**src/rtl/serial_load_sequencer_if.sv**
```systemverilog
// Serial-in / loader-out bus of serial_load_sequencer.
// The master drives the bit stream, and the slave (the sequencer) presents the word and the permit strobe.
interface serial_load_sequencer_if #(
  parameter int WIDTH = 16
);
  logic             start;
  logic             bit_in;
  logic             bit_valid;
  logic             ready;
  logic             busy;
  logic [1:WIDTH]   values;
  logic             permit;
  logic             done;
  logic             frame_err;

  modport master (
    output start, bit_in, bit_valid,
    input  ready, busy, values, permit, done, frame_err
  );

  modport slave (
    input  start, bit_in, bit_valid,
    output ready, busy, values, permit, done, frame_err
  );
endinterface

```
**src/rtl/serial_load_sequencer.sv**
```systemverilog
// Shifts a WIDTH-bit serial word in, then holds it on values with a PERMIT_CYCLES-long permit strobe.
//   state    | meaning
//   ST_IDLE  | waiting for start, bit_valid ignored
//   ST_SHIFT | collecting bits, start restarts the frame with frame_err
//   ST_LOAD  | permit high, values frozen, permit_cnt counts down to 0
module serial_load_sequencer #(
  parameter int WIDTH         = 16,
  parameter int PERMIT_CYCLES = 1
) (
  input  logic                   clk,
  input  logic                   rst,
  serial_load_sequencer_if.slave bus
);
  localparam int CW = $clog2(WIDTH + 1);
  localparam int PW = $clog2(PERMIT_CYCLES + 1);

  localparam logic [1:0] ST_IDLE  = 2'd0;
  localparam logic [1:0] ST_SHIFT = 2'd1;
  localparam logic [1:0] ST_LOAD  = 2'd2;

  logic [1:0]     state;
  logic [CW-1:0]  bit_cnt;
  logic [PW-1:0]  permit_cnt;
  logic [1:WIDTH] shift_q;
  logic [1:WIDTH] shift_merged;
  logic [1:WIDTH] values_q;
  logic           permit_q;
  logic           done_q;
  logic           frame_err_q;
  logic           last_bit;

  // Shift register with the incoming bit written at position bit_cnt+1.
  always_comb begin
    shift_merged = shift_q;
    for (int i = 1; i <= WIDTH; i++) begin
      if (bit_cnt == CW'(i - 1)) shift_merged[i] = bus.bit_in;
    end
  end

  assign last_bit = (bit_cnt == CW'(WIDTH - 1));

  always_ff @(posedge clk) begin
    if (rst) begin
      state       <= ST_IDLE;
      bit_cnt     <= '0;
      permit_cnt  <= '0;
      shift_q     <= '0;
      values_q    <= '0;
      permit_q    <= 1'b0;
      done_q      <= 1'b0;
      frame_err_q <= 1'b0;
    end else begin
      frame_err_q <= 1'b0;
      case (state)
        ST_IDLE: begin
          if (bus.start) begin
            state   <= ST_SHIFT;
            bit_cnt <= '0;
            shift_q <= '0;
          end
        end
        ST_SHIFT: begin
          if (bus.start) begin
            frame_err_q <= 1'b1;
            bit_cnt     <= '0;
            shift_q     <= '0;
          end else if (bus.bit_valid) begin
            shift_q <= shift_merged;
            bit_cnt <= bit_cnt + 1'b1;
            if (last_bit) begin
              state      <= ST_LOAD;
              values_q   <= shift_merged;
              permit_q   <= 1'b1;
              done_q     <= (PERMIT_CYCLES == 1);
              permit_cnt <= PW'(PERMIT_CYCLES - 1);
            end
          end
        end
        ST_LOAD: begin
          // Terminal count: this cycle was the last permit cycle.
          if (permit_cnt == '0) begin
            permit_q <= 1'b0;
            done_q   <= 1'b0;
            state    <= ST_IDLE;
          end else begin
            permit_cnt <= permit_cnt - 1'b1;
            done_q     <= (permit_cnt == PW'(1));
          end
        end
        default: state <= ST_IDLE;
      endcase
    end
  end

  assign bus.ready     = (state == ST_IDLE) & ~rst;
  assign bus.busy      = (state != ST_IDLE);
  assign bus.values    = values_q;
  assign bus.permit    = permit_q;
  assign bus.done      = done_q;
  assign bus.frame_err = frame_err_q;
endmodule
```
**src/flat_wrapper.sv**
```systemverilog
// flat-port wrapper written by rule: the top's interface ports become plain ports
module serial_load_sequencer_flat 
#(
  parameter int WIDTH         = 16,
  parameter int PERMIT_CYCLES = 1
)
  (clk, rst, bus_start, bus_bit_in, bus_bit_valid, bus_ready, bus_busy, bus_values, bus_permit, bus_done, bus_frame_err);
  serial_load_sequencer_if #(.WIDTH(WIDTH)) bus_i ();
  input  logic clk;
  input  logic rst;
  input wire logic [$bits(bus_i.start)-1:0] bus_start;
  input wire logic [$bits(bus_i.bit_in)-1:0] bus_bit_in;
  input wire logic [$bits(bus_i.bit_valid)-1:0] bus_bit_valid;
  output wire logic [$bits(bus_i.ready)-1:0] bus_ready;
  output wire logic [$bits(bus_i.busy)-1:0] bus_busy;
  output wire logic [$bits(bus_i.values)-1:0] bus_values;
  output wire logic [$bits(bus_i.permit)-1:0] bus_permit;
  output wire logic [$bits(bus_i.done)-1:0] bus_done;
  output wire logic [$bits(bus_i.frame_err)-1:0] bus_frame_err;
  assign bus_i.start = bus_start;
  assign bus_i.bit_in = bus_bit_in;
  assign bus_i.bit_valid = bus_bit_valid;
  assign bus_ready = bus_i.ready;
  assign bus_busy = bus_i.busy;
  assign bus_values = bus_i.values;
  assign bus_permit = bus_i.permit;
  assign bus_done = bus_i.done;
  assign bus_frame_err = bus_i.frame_err;
  serial_load_sequencer #(.WIDTH(WIDTH), .PERMIT_CYCLES(PERMIT_CYCLES)) u_core (.clk(clk), .rst(rst), .bus(bus_i));
endmodule
```
**config.mk**
```make
export PLATFORM = sky130hd
export DESIGN_NAME = serial_load_sequencer_flat
export DESIGN_NICKNAME = d
export VERILOG_FILES = /design/src/rtl/serial_load_sequencer_if.sv /design/src/rtl/serial_load_sequencer.sv /design/src/flat_wrapper.sv
export SDC_FILE = /design/constraint.sdc
export NUM_CORES = 1
export LEC_CHECK = 0
export ABC_CLOCK_PERIOD_IN_PS = 5850
export BUFFER_PORTS_ARGS = -buffer_cell sky130_fd_sc_hd__buf_2
export CORE_ASPECT_RATIO = 1.5
export CORE_MARGIN = 2
export CORE_UTILIZATION = 55
export CTS_BUF_LIST = sky130_fd_sc_hd__clkbuf_8
export CTS_CLUSTER_DIAMETER = 50
export DETAILED_ROUTE_END_ITERATION = 10
export GPL_ROUTABILITY_DRIVEN = 0
export PLACE_DENSITY = 0.85
export RECOVER_POWER = 50
export SYNTH_ARGS = -nofsm -noshare
export SYNTH_HDL_FRONTEND = slang
export SYNTH_SLANG_ARGS = --single-unit
```
**constraint.sdc**
```tcl
create_clock -name clk -period 5.85 [get_ports clk]
set_input_delay 0.2925 -clock clk [delete_from_list [all_inputs] [get_ports clk]]
set_output_delay 0.2925 -clock clk [all_outputs]
set_load 0.02 [all_outputs]
```
==> results.cfg <==
[placement]
port_buffers = 25
placed_cells = 243
place_ws_ns = 3.79
dp_hpwl_mm = 2.66

[clock_network]
cts.clk_slew.worst_paths_ns = 0.08
cts_hold_buffers = 0
cts-resized-gates = 0
cts_buffers = 5
cts_max_level = 2
clock_latency_ns = 0.29
clock_sinks = 42
clock-root-buffer = clkbuf_8
postCtsSetupBuffers = 0
cts_buffer_depth = 2
cts_tree = built

[timing]
worst_pin_slew_ns = 1.18
fin_worst_skew_ns = 0.00559
relSlewSlack_pct = 21.5
setup_viol = 0
period_share_pct = 37.2
fin_ws_ns = 3.67
slew_viol_final = 0
hold_violations = 0
period_needed_ns = 2.18
rsz0062_at_grt = false
max_freq_mhz = 459
finalSetupTns_ns = 0

[hold_path]
worstHoldStart = bus_start
hp-class = input port to register

[setup_path]
cp_max_fo = 20
worstPathRequired_ns = 6.09
crit_start = u_core.state[0]$_SDFFE_PP0P_
criticalPathCategory = register to register
worstSetupEndpointType = register
cp-start-kind = register
cp.arrival_ns = 2.42
reg2reg_from = u_core.state[0]$_SDFFE_PP0P_

[route]
ant_nets = 0
drc = 0
vias = 1555
wire_per_inst_um = 16.1
drt-pass1-iter-count = 4
routed_wl_mm = 4.05
drt-initial-drc-count = 49
routed_via_density = 6.20

[power_and_ir_drop]
clkPwrFrac_pct = 37.9
pwr-share-comb_pct = 4.7
power_switching_share_pct = 22.9
cellPowerDensity_nw_per_um2 = 230
p_sw_uw = 115
power.internal_uw = 388
peakVddDrop_v = 0.000249
p_seq_share_pct = 57.3
power_uw = 503
leakage_uw = 0.000680

[floorplan]
core_um2 = 3650
die_area_um2 = 4280
die_y_um = 79.2
die_width_um = 54.1
ios = 26
rows = 27
initial_core_util_pct = 56.8

[final_layout]
drive_above_1_share_pct = 18.3
fin_cells = 251
finish.net_count = 218
nFillCells = 327
fin_util_pct = 59.9
area_delta_synth_final_pct = 5.44
antenna_cells = 0

[grt]
gr-total-overflow = 0
grt_max_degree = 29
grt_pass1_vias = 1442
grt_first_pass_wirelength_mm = 6.76
grt_use_total_pct = 21.1
antenna_found_initial = 0

[logic_synthesis]
yosysWarnings = 0
postSynthCellCount = 194
syn_area_per_cell_um2 = 10.7
netlist_area_um2 = 2070
syn_nets = 205
synth_cell_types = 40
synth_seq_cells = 42
ys_seq_area_share_pct = 40.6

[outcome]
status = finished clean

[run]
drv_cap = 0
worst paths after layout:
kind	end	slack, ns	cells past startpoint
worst max-delay path	u_core.bus.permit$_SDFFE_PP0P_	3.67	4
worst min-delay path	u_core.bit_cnt[2]$_SDFFE_PP0P_	0.34	2
worst max register to register	u_core.bus.permit$_SDFFE_PP0P_	3.67	4
worst min register to register	u_core.shift_q[8]$_SDFFE_PP0P_	0.47	1
cells in the final DEF (no fill, tap or decap), types with 8 or more instances in the layout:
cell type / netlist / final
dfxtp_1: 42 / 42
a21oi_1: 23 / 24
clkbuf_1: 4 / 22
mux2i_1: 16 / 16
o2bb2ai_1: 15 / 15
a211oi_2: 10 / 10
and4bb_2: 9 / 8
a211oi_1: 8 / 8
logic make-up (layout without fill, tap and decap cells):
logic type / after synthesis / in the layout / synth area share [%]
flops: 42 / 42 / 40.6
compound gates: 68 / 68 / 25.2
fa+ha+maj: 6 / 6 / 3.62
simple gates: 36 / 36 / 15.8
buf+inv: 26 / 40 / 7.06
mux: 16 / 16 / 7.73
synthesized netlist by cell type, drive strengths merged:
cell / n / area (µm²)
dfxtp: 42 / 841
a21oi: 24 / 124
a211oi: 18 / 185
mux2i: 16 / 160
buf: 15 / 104
o2bb2ai: 15 / 131
and4bb: 9 / 113
ha: 6 / 75.1
inv: 6 / 22.5
clkbuf: 5 / 20.0
o21ai: 5 / 25.0
nand4b: 4 / 35.0
nor4b: 4 / 53.8
and2: 3 / 23.8
nand2: 3 / 11.3
and3: 2 / 13.8
nand3: 2 / 10.0
nor3: 2 / 10.0
nor3b: 2 / 20.0
a21o: 1 / 7.51
a221oi: 1 / 15.0
a31oi: 1 / 6.26
a41oi: 1 / 8.76
nand3b: 1 / 7.51
nand4: 1 / 6.26
nor4bb: 1 / 10.0
o221a: 1 / 11.3
o31ai: 1 / 7.51
or2: 1 / 6.26
or4: 1 / 7.51
metrics by stage:
stage	hold slack, ns	instance area [µm²]
global route	0.338	2180
floorplan	0.432	2070
CTS	0.319	2230
detailed placement	0.446	2130
global placement	0.444	2130
finish	0.340	2180
worst max-delay path: stages (launching register included):
cell and delay (ns):
dfxtp_1 0.51, nor3b_1 0.24, clkbuf_1 0.69, and2_4 0.45, o221a_2 0.23
power groups by stage:
stage,clock (µW),sequential [µW],combinational (µW)
after global routing,208,289,26.0
after global placement,0,295,24.4
after CTS,195,288,24.7
final,191,288,23.8
after floorplan,0,294,20.1
after detailed placement,0,295,24.6
sequential cells by signal, summed over array words and instances, names as in the netlist:
name	cells
u_core.bus.done	1
u_core.bus.values	16
u_core.bus.frame_err	1
u_core.shift_q	16
u_core.bus.permit	1
u_core.bit_cnt	5
u_core.state	2
layout make-up:
class                           count  area, µm²  area share, %
Clock buffer                        6       82.6           3.78
Clock inverter                      2       12.5          0.573
Inverter                            6       22.5           1.03
Multi-Input combinational cell    126       1070           49.0
Sequential cell                    42        841           38.5
Tap cell                           43       53.8           2.46
Timing Repair Buffer               26        103           4.70
per-layer routing:
layer  GRT usage [%]  part of all wire [%]
met1            27.0                    44
met5               0                     0
met2            34.0                    51
met3            4.51                   3.7
met4            8.00                   1.5
Note: power is estimated with default switching activity, not from simulation.
